## config.mk

```make
export PLATFORM = sky130hd
export DESIGN_NAME = uart_chan_sched
export DESIGN_NICKNAME = d
export VERILOG_FILES = /design/src/rtl/uart_chan_sched_pkg.sv /design/src/rtl/uart_chan_sched_rr_pick.sv /design/src/rtl/uart_chan_sched.sv
export SDC_FILE = /design/constraint.sdc
export NUM_CORES = 1
export LEC_CHECK = 0
export BUFFER_PORTS_ARGS = -buffer_cell sky130_fd_sc_hd__buf_2
export CAP_MARGIN = 20
export CELL_PAD_IN_SITES_DETAIL_PLACEMENT = 0
export CELL_PAD_IN_SITES_GLOBAL_PLACEMENT = 1
export CORE_AREA = 3 3 89 175
export DETAILED_ROUTE_END_ITERATION = 10
export DIE_AREA = 0 0 92 178
export PLACE_DENSITY = 0.55
export SLEW_MARGIN = 5
export SYNTH_ARGS = -nofsm -noshare
export SYNTH_HDL_FRONTEND = slang
export SYNTH_HIERARCHICAL = 1
export SYNTH_SLANG_ARGS = --single-unit
```

## constraint.sdc

```tcl
create_clock -name clk -period 4.8 [get_ports clk]
set_input_delay 0.48 -clock clk [delete_from_list [all_inputs] [get_ports clk]]
set_output_delay 0.48 -clock clk [all_outputs]
set_load 0.01 [all_outputs]
```

## src/rtl/uart_chan_sched_pkg.sv

```systemverilog
// Shared state encoding and timing derivations for the multi-channel UART scheduler.
package uart_chan_sched_pkg;

   typedef enum logic [2:0] {StIdle, StTx, StTurn, StRx, StGap} state_e;

   function automatic int unsigned bit_cycles(input int unsigned hz, input int unsigned baud);
      return hz / baud;
   endfunction

   function automatic int unsigned max3(input int unsigned a, input int unsigned b,
                                        input int unsigned c);
      int unsigned m;
      m = (a > b) ? a : b;
      return (m > c) ? m : c;
   endfunction

   function automatic int unsigned timer_width(input int unsigned turn_bits,
                                               input int unsigned timeout_bits,
                                               input int unsigned gap_bits,
                                               input int unsigned bit_cyc);
      return $clog2(max3(turn_bits, timeout_bits, gap_bits) * bit_cyc + 1);
   endfunction

   function automatic int unsigned idx_width(input int unsigned n);
      return (n > 1) ? $clog2(n) : 1;
   endfunction

endpackage

```

## src/rtl/uart_chan_sched_rr_pick.sv

```systemverilog
// Round-robin picker: first requesting channel strictly after the last-served index.
module rr_pick #(
   parameter int unsigned N  = 6,
   parameter int unsigned IW = 3
) (
   input  logic [N-1:0]  req,
   input  logic [IW-1:0] last,
   output logic          valid,
   output logic [N-1:0]  onehot,
   output logic [IW-1:0] idx
);

   int          pos;
   logic [IW-1:0] p;

   // Scan farthest candidate first so the nearest requester is the last one to win.
   always_comb begin
      valid  = 1'b0;
      onehot = '0;
      idx    = '0;
      pos    = 0;
      p      = '0;
      for (int off = int'(N); off >= 1; off--) begin
         pos = int'(last) + off;
         if (pos >= int'(N)) pos = pos - int'(N);
         p = IW'(pos);
         if (req[p]) begin
            valid     = 1'b1;
            onehot    = '0;
            onehot[p] = 1'b1;
            idx       = p;
         end
      end
   end

endmodule

```

## src/rtl/uart_chan_sched.sv

```systemverilog
// Time-shares one half-duplex UART engine across NUART single-wire driver channels.
module uart_chan_sched
   import uart_chan_sched_pkg::*;
#(
   parameter int unsigned NUART        = 6,
   parameter int unsigned HZ           = 48000000,
   parameter int unsigned BAUD         = 250000,
   parameter int unsigned TURN_BITS    = 4,
   parameter int unsigned TIMEOUT_BITS = 80,
   parameter int unsigned GAP_BITS     = 8
) (
   input  logic             clk,
   input  logic             rst_n,
   input  logic [NUART-1:0] req,
   input  logic [NUART-1:0] req_reply,
   output logic [NUART-1:0] grant,
   output logic [NUART-1:0] done,
   output logic [NUART-1:0] timeout,
   output logic             eng_start,
   input  logic             eng_tx_done,
   input  logic             eng_rx_done,
   input  logic             eng_tx,
   output logic             eng_rx,
   input  logic [NUART-1:0] uart_in,
   output logic [NUART-1:0] uart_out,
   output logic [NUART-1:0] uart_en
);

   localparam int unsigned BIT_CYCLES = bit_cycles(HZ, BAUD);
   localparam int unsigned TW = timer_width(TURN_BITS, TIMEOUT_BITS, GAP_BITS, BIT_CYCLES);
   localparam int unsigned IW = idx_width(NUART);
   localparam logic [TW-1:0] TURN_LAST    = TW'(TURN_BITS * BIT_CYCLES - 1);
   localparam logic [TW-1:0] TIMEOUT_LAST = TW'(TIMEOUT_BITS * BIT_CYCLES - 1);
   localparam logic [TW-1:0] GAP_LAST     = TW'(GAP_BITS * BIT_CYCLES - 1);

   state_e           state_q, state_d;
   logic [TW-1:0]    timer_q, timer_d;
   logic [IW-1:0]    sel_q, sel_d;
   logic             reply_q, reply_d;
   logic [NUART-1:0] grant_q, grant_d;
   logic [NUART-1:0] done_q, done_d;
   logic [NUART-1:0] timeout_q, timeout_d;
   logic             start_q, start_d;

   logic             pick_valid;
   logic [NUART-1:0] pick_onehot;
   logic [IW-1:0]    pick_idx;

   rr_pick #(
      .N  (NUART),
      .IW (IW)
   ) u_rr_pick (
      .req    (req),
      .last   (sel_q),
      .valid  (pick_valid),
      .onehot (pick_onehot),
      .idx    (pick_idx)
   );

   // sel_q doubles as the last-served pointer for the round-robin search.
   always_comb begin
      state_d   = state_q;
      sel_d     = sel_q;
      reply_d   = reply_q;
      grant_d   = grant_q;
      done_d    = '0;
      timeout_d = '0;
      start_d   = 1'b0;
      unique case (state_q)
         StIdle: begin
            if (pick_valid) begin
               grant_d = pick_onehot;
               sel_d   = pick_idx;
               reply_d = req_reply[pick_idx];
               start_d = 1'b1;
               state_d = StTx;
            end
         end
         StTx: begin
            if (eng_tx_done) begin
               if (reply_q) begin
                  state_d = StTurn;
               end else begin
                  done_d[sel_q] = 1'b1;
                  state_d       = StGap;
               end
            end
         end
         StTurn: begin
            if (timer_q == TURN_LAST) state_d = StRx;
         end
         StRx: begin
            // A reply landing on the expiry cycle still counts as a reply.
            if (eng_rx_done) begin
               done_d[sel_q] = 1'b1;
               state_d       = StGap;
            end else if (timer_q == TIMEOUT_LAST) begin
               timeout_d[sel_q] = 1'b1;
               state_d          = StGap;
            end
         end
         StGap: begin
            if (timer_q == GAP_LAST) begin
               grant_d = '0;
               state_d = StIdle;
            end
         end
         default: state_d = StIdle;
      endcase

      if (state_d != state_q) begin
         timer_d = '0;
      end else if (timer_q != '1) begin
         timer_d = timer_q + TW'(1);
      end else begin
         timer_d = timer_q;
      end
   end

   always_ff @(posedge clk or negedge rst_n) begin
      if (!rst_n) begin
         state_q   <= StIdle;
         timer_q   <= '0;
         sel_q     <= IW'(NUART - 1);
         reply_q   <= 1'b0;
         grant_q   <= '0;
         done_q    <= '0;
         timeout_q <= '0;
         start_q   <= 1'b0;
      end else begin
         state_q   <= state_d;
         timer_q   <= timer_d;
         sel_q     <= sel_d;
         reply_q   <= reply_d;
         grant_q   <= grant_d;
         done_q    <= done_d;
         timeout_q <= timeout_d;
         start_q   <= start_d;
      end
   end

   // Pad drive is decoded straight from state so reset releases it without a clock.
   always_comb begin
      uart_en  = '0;
      uart_out = '1;
      eng_rx   = 1'b1;
      if (state_q == StTx) begin
         uart_en[sel_q]  = 1'b1;
         uart_out[sel_q] = eng_tx;
      end
      if (state_q == StRx) begin
         eng_rx = uart_in[sel_q];
      end
   end

   assign grant     = grant_q;
   assign done      = done_q;
   assign timeout   = timeout_q;
   assign eng_start = start_q;

endmodule

```

======== After elaboration in Yosys (flattened, before gate mapping) ========
Index checks and enable logic that the tools add are counted.
word-level totals
  output and inout bits ................... 32
  register bits after elaboration ......... 40
cells by class
  reductions and logical operators ........ 12
  multiplexer cells ....................... 79
  magnitude comparators ................... 21
  equal/unequal tests ..................... 11
  bitwise logic cells ..................... 2
  add/subtract/negate cells ............... 13
operators by type and width
  operator                                                                              number
  6-bit 2-to-1 mux                                                                      16
  3-bit 2-to-1 mux                                                                      19
  3-bit by 4-bit < comparator with 1-bit output (second input constant)                 8
  14-bit 2-to-1 mux                                                                     2
  1-bit binary-select mux with 3-bit select                                             8
  4-bit by 3-bit greater-or-equal comparator with 1-bit output (second input constant)  6
  1-bit 2-to-1 mux                                                                      24
  6-bit case mux with 2 select lines                                                    2
  1-bit demux with 3-bit select                                                         7
  3-bit by 1-bit greater-or-equal comparator with 1-bit output (second input constant)  7
  3-bit by 2-bit subtractor with 3-bit output (second input constant)                   6
  3-bit case mux with 5 select lines                                                    1
  14-bit by 1-bit adder with 14-bit output (second input constant)                      1
  14-bit by 10-bit equality test with 1-bit output (second input constant)              1
  14-bit by 11-bit equality test with 1-bit output (second input constant)              1
  14-bit equality test (second input constant)                                          1
  14-bit inequality test (second input constant)                                        1
  3-bit by 3-bit adder with 4-bit output (second input constant)                        3
  3-bit by 2-bit adder with 4-bit output (second input constant)                        2
  1-bit logical AND                                                                     7
  3-bit by 2-bit equality test with 1-bit output (second input constant)                2
  6-bit inverter                                                                        1
  6-bit bitwise OR                                                                      1
  3-bit by 1-bit adder with 4-bit output (second input constant)                        1
  other kinds (8)                                                                       10

======== Depth between registers and ports, before layout ========
  depth in word-level cells ............... 15
  mapped depth ............................ 17
  gate-level depth less buffers ........... 13

======== By module ========
Netlist, hierarchy kept.
modules (own cells, without submodules)
  module           seq. area each (um2)  times used  cells each  area each (um2)
  uart_chan_sched  1,003.5               1           217         2,115.8
  rr_pick          0.0                   1           222         1,445.1

======== Worst setup path before layout ========
No wires, ideal clock.
  path kind ............................... register to register
  start point ............................. reg sel_q[0]
  end point ............................... reg reply_q
  setup time .............................. 0.126 ns
  data arrival time ....................... 3.831 ns
  slack ................................... 0.843 ns
  data required time ...................... 4.674 ns
  stages on the path, launching flop included .. 16
  clock period less this slack ............ 3.957 ns
  path through ............................ dfstp_2 buf_6 buf_4 inv_1 ha_1 buf_2 a2111oi_0 o21ai_0 a21oi_1 a21o_1 a21oi_1 o211a_1 a211oi_1 mux4_2 mux2i_1 a21oi_1
between the ends
  longest elaborated chain between the ends .. 13
  elaborated cells between the ends (all ways) .. 51
  classes of those cells .................. add/sub: 12; order compare: 6; mux: 32; reduce/logical: 1
RTL lines
  what                                                                                                                                line                           RTL
  from (decl)                                                                                                                         uart_chan_sched.sv:38          logic [IW-1:0] sel_q, sel_d;
  from (signal assigned)                                                                                                              uart_chan_sched.sv:124         sel_q <= IW'(NUART - 1);
  from (signal assigned)                                                                                                              uart_chan_sched.sv:133         sel_q <= sel_d;
  3-bit by 3-bit adder with 4-bit output                                                                                              uart_chan_sched_rr_pick.sv:24  pos = int'(last) + off;
  4-bit by 3-bit greater-or-equal comparator with 1-bit output / 3-bit by 2-bit subtractor with 3-bit output (equally long branches)  uart_chan_sched_rr_pick.sv:25  if (pos >= int'(N)) pos = pos - int'(N);
  3-bit 2-to-1 mux                                                                                                                    uart_chan_sched_rr_pick.sv:25
  1-bit binary-select mux with 3-bit select                                                                                           uart_chan_sched_rr_pick.sv:27  if (req[p]) begin
  1-bit 2-to-1 mux (not written as such)                                                                                              uart_chan_sched_rr_pick.sv:27
  3-bit 2-to-1 mux (5 in series)                                                                                                      uart_chan_sched_rr_pick.sv:27
  3-bit 2-to-1 mux *                                                                                                                  uart_chan_sched_rr_pick.sv:27
  via pick_idx[0]                                                                                                                     uart_chan_sched.sv:47          logic [IW-1:0] pick_idx;
  1-bit binary-select mux with 3-bit select *                                                                                         uart_chan_sched.sv:74          reply_d = req_reply[pick_idx];
  1-bit 2-to-1 mux (not written as such) *                                                                                            uart_chan_sched.sv:74
  to (signal assigned)                                                                                                                uart_chan_sched.sv:134         reply_q <= reply_d;
  to (decl)                                                                                                                           uart_chan_sched.sv:39          logic reply_q, reply_d;
The timed path passes the listed nets; every way through them passes the cells marked *. The select of a mux whose other input is x is not followed.
A chain may end at the register's enable or synchronous reset.

======== Worst setup path after layout ========
  start point ............................. reg sel_q[2]
  end point ............................... reg timer_q[5]
between the ends
  longest elaborated chain between the ends .. 15
  elaborated cells between the ends (all ways) .. 47
  classes of those cells .................. add/sub: 12; order compare: 6; eq/ne: 1; mux: 27; reduce/logical: 1
RTL lines
  what                                                                                                                                line                           RTL
  3-bit by 3-bit adder with 4-bit output                                                                                              uart_chan_sched_rr_pick.sv:24
  4-bit by 3-bit greater-or-equal comparator with 1-bit output / 3-bit by 2-bit subtractor with 3-bit output (equally long branches)  uart_chan_sched_rr_pick.sv:25
  3-bit 2-to-1 mux                                                                                                                    uart_chan_sched_rr_pick.sv:25
  1-bit binary-select mux with 3-bit select                                                                                           uart_chan_sched_rr_pick.sv:27
  1-bit 2-to-1 mux (not written as such)                                                                                              uart_chan_sched_rr_pick.sv:27
  1-bit 2-to-1 mux (5 in series)                                                                                                      uart_chan_sched_rr_pick.sv:27
  1-bit 2-to-1 mux *                                                                                                                  uart_chan_sched_rr_pick.sv:27
  via pick_valid                                                                                                                      uart_chan_sched.sv:45          logic pick_valid;
  3-bit 2-to-1 mux *                                                                                                                  uart_chan_sched.sv:71          if (pick_valid) begin
  3-bit case mux with 5 select lines *                                                                                                uart_chan_sched.sv:69          unique case (state_q)
  3-bit inequality test *                                                                                                             uart_chan_sched.sv:111         if (state_d != state_q) begin
  14-bit 2-to-1 mux / 2-bit nonzero test (equally long branches)                                                                      n/a
  to (signal assigned)                                                                                                                uart_chan_sched.sv:132         timer_q <= timer_d;
  to (decl)                                                                                                                           uart_chan_sched.sv:37          logic [TW-1:0] timer_q, timer_d;
Marked as above.

==> impl_results.html <==
<table>
<tr><th>Metric</th><th>Value</th></tr>
<tr><th colspan="2">Run status</th></tr>
<tr><td>Result of the run</td><td>finished, final reports clean</td></tr>
<tr><th colspan="2">Logic synthesis</th></tr>
<tr><td>Share of flip-flops with an asynchronous set or reset after synthesis</td><td>100%</td></tr>
<tr><td>Cell count after synthesis</td><td>439</td></tr>
<tr><td>Seq cells post-synth</td><td>40</td></tr>
<tr><td>Post-synth design cell area</td><td>0.00356 mm^2</td></tr>
<tr><td>EDFF count, synth</td><td>0</td></tr>
<tr><td>Distinct cell type count of the synthesized netlist</td><td>77</td></tr>
<tr><td>Share of synthesized area occupied by flip-flops and latches</td><td>28.2%</td></tr>
<tr><td>Most common flop cell mapped by yosys</td><td>sky130_fd_sc_hd__dfrtp_1</td></tr>
<tr><td>Avg Synthesized Cell Area</td><td>8.11 um^2</td></tr>
<tr><td>Total nets after synthesis</td><td>472</td></tr>
<tr><td>Synth warn</td><td>6</td></tr>
<tr><th colspan="2">Global routing</th></tr>
<tr><td>Met2 GRT Util</td><td>33.1%</td></tr>
<tr><td>Maximum number of pins on one net before global-route repair</td><td>45</td></tr>
<tr><td>Met1 track demand over resource in global routing</td><td>15.7%</td></tr>
<tr><td>First-pass GRT wire length</td><td>20,900 um</td></tr>
<tr><td>Via count of the first global-routing pass</td><td>3,725</td></tr>
<tr><td>Initial antenna violation count</td><td>0</td></tr>
<tr><td>Overall track demand over capacity in global routing</td><td>16.7%</td></tr>
<tr><td>Peak-usage layer in the global routing report</td><td>met2</td></tr>
<tr><td>GR Util met3</td><td>1.65%</td></tr>
<tr><td>Global-route congestion overflow total</td><td>0</td></tr>
<tr><th colspan="2">Run</th></tr>
<tr><td>Count of max-cap constraint violations</td><td>0</td></tr>
<tr><th colspan="2">Cells and area</th></tr>
<tr><td>Filler Cell Count</td><td>1,653</td></tr>
<tr><td># diodes</td><td>0</td></tr>
<tr><td>Multi-input logic area</td><td>0.00238 mm^2</td></tr>
<tr><td>P&amp;R area growth vs syn</td><td>19.4%</td></tr>
<tr><td>Finished layout cell area</td><td>0.00425 mm^2</td></tr>
<tr><td>Layout cells sized above 1</td><td>22.9%</td></tr>
<tr><td>Register cell area after layout</td><td>0.00100 mm^2</td></tr>
<tr><td>Final-stage net count</td><td>526</td></tr>
<tr><th colspan="2">STA</th></tr>
<tr><td>Largest clock skew in the final design</td><td>6.82 ps</td></tr>
<tr><td>Unrepaired setup endpoints after global routing</td><td>no</td></tr>
<tr><td>Achievable Freq</td><td>239 MHz</td></tr>
<tr><td>Final count of pins violating max slew</td><td>0</td></tr>
<tr><td>Max_slew headroom</td><td>38.3%</td></tr>
<tr><td>Count of final hold-check violations</td><td>0</td></tr>
<tr><td>Number of setup violations in the final report</td><td>0</td></tr>
<tr><td>Setup TNS</td><td>0 ps</td></tr>
<tr><td>Shortest clock period the worst path allows after layout</td><td>4180 ps</td></tr>
<tr><td>Slew at the pin closest to its max-slew limit</td><td>925 ps</td></tr>
<tr><td>Portion of the clock cycle consumed by the worst path in the final layout</td><td>87.1%</td></tr>
<tr><th colspan="2">Pwr</th></tr>
<tr><td>Cell internal power dissipation</td><td>1.69 mW</td></tr>
<tr><td>Reported net switching power</td><td>1.90 mW</td></tr>
<tr><td>IR Drop Worst-Case VDD</td><td>0.346 mV</td></tr>
<tr><td>Pwr Density</td><td>844 mW/mm^2</td></tr>
<tr><td>Share of total power in combinational logic</td><td>75.3%</td></tr>
<tr><td>Reported leakage power</td><td>1.82 nW</td></tr>
<tr><td>Clock power share</td><td>11.0%</td></tr>
<tr><td>Reg power frac</td><td>13.7%</td></tr>
<tr><td>Share of total power consumed by net switching</td><td>52.9%</td></tr>
<tr><th colspan="2">CTS</th></tr>
<tr><td>Library cell used as clock root buffer</td><td>sky130_fd_sc_hd__clkbuf_16</td></tr>
<tr><td>Number of hold buffers added after CTS</td><td>0</td></tr>
<tr><td>Number of buffers added for setup after CTS</td><td>0</td></tr>
<tr><td>Count of cells resized by post-cts repair</td><td>0</td></tr>
<tr><td>Number of sinks driven by the clock tree</td><td>40</td></tr>
<tr><td>Clock latency reported for the late side of the worst-skew pair</td><td>290 ps</td></tr>
<tr><td>Number of buffers created by CTS</td><td>5</td></tr>
<tr><td>Reg clk slew, reported paths</td><td>70 ps</td></tr>
<tr><td>Clock tree from TritonCTS</td><td>yes</td></tr>
<tr><td>H-tree depth</td><td>2</td></tr>
<tr><td>Buffers from clock root to sink, at most</td><td>2</td></tr>
<tr><th colspan="2">Routing</th></tr>
<tr><td>Final routed DRC violation total</td><td>0</td></tr>
<tr><td>Detail-routed via count per cell</td><td>5.26</td></tr>
<tr><td>Total detailed-routing wirelength</td><td>13,300 um</td></tr>
<tr><td>Avg WL per Cell</td><td>19.3 um</td></tr>
<tr><td>Overall via count from detail_route</td><td>3,606</td></tr>
<tr><td>Number of antenna-violating nets in the routed design</td><td>0</td></tr>
<tr><td>First-pass detailed-route iteration total</td><td>4</td></tr>
<tr><td>DRT iter0 DRCs</td><td>179</td></tr>
<tr><th colspan="2">Worst setup path</th></tr>
<tr><td>Slack of the worst reg-to-reg path</td><td>620 ps</td></tr>
<tr><td>CP Data Arrival Time</td><td>4320 ps</td></tr>
<tr><td>Crit Path Class</td><td>register to register</td></tr>
<tr><td>Worst R2R Start</td><td>sel_q[2]$_DFFE_PN1P_</td></tr>
<tr><td>Critical Path Start Type</td><td>register</td></tr>
<tr><td>R2R depth</td><td>12</td></tr>
<tr><td>Reg-to-reg endpoint</td><td>timer_q[5]$_DFFE_PN0P_</td></tr>
<tr><td>Largest fanout on the critical path</td><td>22</td></tr>
<tr><td>Nature of the critical path endpoint</td><td>register</td></tr>
<tr><td>Worst EP required</td><td>4940 ps</td></tr>
<tr><th colspan="2">Floorplanning</th></tr>
<tr><td>Number of I/O pins</td><td>55</td></tr>
<tr><td>Die Wd</td><td>92 um</td></tr>
<tr><td>Core outline area</td><td>0.0144 mm^2</td></tr>
<tr><td>Die area</td><td>0.0164 mm^2</td></tr>
<tr><td>Number of standard-cell rows in the floorplan</td><td>62</td></tr>
<tr><td>Vertical die dimension</td><td>178 um</td></tr>
<tr><td>Starting density of the core</td><td>24.7%</td></tr>
<tr><th colspan="2">Place</th></tr>
<tr><td>Placed Area</td><td>0.00408 mm^2</td></tr>
<tr><td>Placer's final routability congestion estimate</td><td>0.981</td></tr>
<tr><td>Detailed placement HPWL</td><td>10,700 um</td></tr>
<tr><td>PortBufs</td><td>54</td></tr>
<tr><th colspan="2">Min path</th></tr>
<tr><td>Hold Crit Class</td><td>input port to asynchronous set/reset pin</td></tr>
</table>
## state kept, by name, summed over array words and instances (netlist names)
register / flops
sel_q: 3
done: 6
eng_start: 1
grant: 6
timer_q: 14
reply_q: 1
state_q: 3
timeout: 6
## area by class of cell
cell class	instances	share of cell area [%]
multi-input combinational	362	56.1
sequential	40	23.6
timing repair buffer	72	9.54
tap	192	5.65
clock buffer	5	2.94
clock inverter	3	1.09
inverter	12	1.06
## cell families (layout without fill, tap and decap cells)
logic type,Yosys count,count (layout),synth area share [%]
adders and majority gates,10,10,3.51
xor gates and xnor gates,15,15,3.69
muxes,28,28,8.99
and+or+nand+nor,206,206,29.7
buffers and inverters,37,92,5.02
DFF,40,40,28.2
AOI/OAI and AO/OA,103,103,20.9
## synth_stat cells (3+ instances only)
cell type	n	share of area [%]
sky130_fd_sc_hd__mux2i_1	16	4.5
sky130_fd_sc_hd__nor2_1	63	6.6
sky130_fd_sc_hd__xnor2_1	11	2.7
sky130_fd_sc_hd__a22o_1	6	1.5
sky130_fd_sc_hd__nand3_1	16	2.2
sky130_fd_sc_hd__mux2_2	9	2.8
sky130_fd_sc_hd__dfrtp_1	38	27
sky130_fd_sc_hd__o211ai_1	6	1.3
sky130_fd_sc_hd__nor3b_1	4	0.84
sky130_fd_sc_hd__inv_1	12	1.3
sky130_fd_sc_hd__a21oi_1	19	2.7
sky130_fd_sc_hd__o21ai_0	15	2.1
sky130_fd_sc_hd__nand2_1	38	4.0
sky130_fd_sc_hd__clkbuf_1	11	1.2
sky130_fd_sc_hd__a31oi_1	7	1.2
sky130_fd_sc_hd__or3_1	4	0.70
sky130_fd_sc_hd__nor3_1	29	4.1
sky130_fd_sc_hd__o21a_1	3	0.63
sky130_fd_sc_hd__a21o_1	4	0.84
sky130_fd_sc_hd__ha_1	10	3.5
sky130_fd_sc_hd__nor2b_1	7	1.2
sky130_fd_sc_hd__nand4_1	5	0.88
sky130_fd_sc_hd__nand2b_1	4	0.70
sky130_fd_sc_hd__buf_4	4	0.84
sky130_fd_sc_hd__xor2_1	4	0.98
sky130_fd_sc_hd__buf_2	8	1.1
sky130_fd_sc_hd__a221oi_1	3	0.74
sky130_fd_sc_hd__a211oi_1	4	0.84
sky130_fd_sc_hd__nor4_1	6	1.1
sky130_fd_sc_hd__nor4_2	3	1.1
sky130_fd_sc_hd__nand3b_1	4	0.84
## placed cells by master, fill, tap and decap left out, drive strengths merged, types with 4 or more instances in the layout
cell and count:
xor2 4, or2 4, or3 4, nand2 38, nand3 16, xnor2 11
buf 72, nand4 6, nor4 9, nor2b 7, dfrtp 38, a31oi 7
a22o 6, a21oi 19, a211oi 5, nand3b 4, nor2 63, o211ai 6
inv 13, mux2i 17, o21ai 18, a21o 4, ha 10, nor3 30
nor3b 5, nand2b 4, mux2 9, clkbuf 5
## power groups by stage
| stage | registers (mW) | clock network, mW | logic (mW) |
|---|---|---|---|
| 3_3_place_gp | 0.496 | 0 | 2.69 |
| 4_1_cts | 0.494 | 0.406 | 2.69 |
| 5_1_grt | 0.505 | 0.416 | 2.95 |
| 3_5_place_dp | 0.500 | 0 | 2.68 |
| 6_report | 0.493 | 0.394 | 2.70 |
| 2_1_floorplan | 0.471 | 0 | 1.90 |
## layer usage
| metal | vias up | routed length (um) |
|---|---|---|
| li1 | 1727 | - |
| met1 | 1757 | 4490 |
| met2 | 82 | 7670 |
| met3 | 40 | 292 |
| met4 | 0 | 809 |
| met5 | - | 0 |
## stage by stage
stage	total power, mW	util (%)	instances	hold slack [ps]	setup WS [ps]
global route	3.87	29.5	686	420	296
global placement	3.18	28.3	678	485	775
floorplan	2.37	-	439	184	843
CTS	3.59	29.5	686	368	606
finish	3.59	29.5	686	317	619
detailed placement	3.18	28.3	678	482	615
## critical path, stage by stage (launching register included)
cell and delay [ps]:
sky130_fd_sc_hd__dfstp_2 780, sky130_fd_sc_hd__inv_1 190, sky130_fd_sc_hd__ha_1 320, sky130_fd_sc_hd__mux4_2 450, sky130_fd_sc_hd__and2_4 180, sky130_fd_sc_hd__or2_1 350, sky130_fd_sc_hd__nor2_1 250, sky130_fd_sc_hd__nand4_1 190
sky130_fd_sc_hd__nor2b_1 180, sky130_fd_sc_hd__o21ai_0 140, sky130_fd_sc_hd__a21bo_2 260, sky130_fd_sc_hd__a211oi_4 590, sky130_fd_sc_hd__nor3_1 140
## worst max-delay path by stage
stage | depth (start not counted) | slack (ps) | from | to
5_1_grt | 12 | 300 | sel_q[2]$_DFFE_PN1P_ | timer_q[7]$_DFFE_PN0P_
3_5_place_dp | 12 | 620 | sel_q[2]$_DFFE_PN1P_ | timer_q[5]$_DFFE_PN0P_
2_1_floorplan | 15 | 840 | sel_q[0]$_DFFE_PN1P_ | reply_q$_DFFE_PN0P_
4_1_cts | 12 | 610 | sel_q[2]$_DFFE_PN1P_ | timer_q[5]$_DFFE_PN0P_
3_3_place_gp | 12 | 780 | sel_q[2]$_DFFE_PN1P_ | timer_q[13]$_DFFE_PN0P_
6_report | 12 | 620 | sel_q[2]$_DFFE_PN1P_ | timer_q[5]$_DFFE_PN0P_
(Power assumes the default switching activity.)
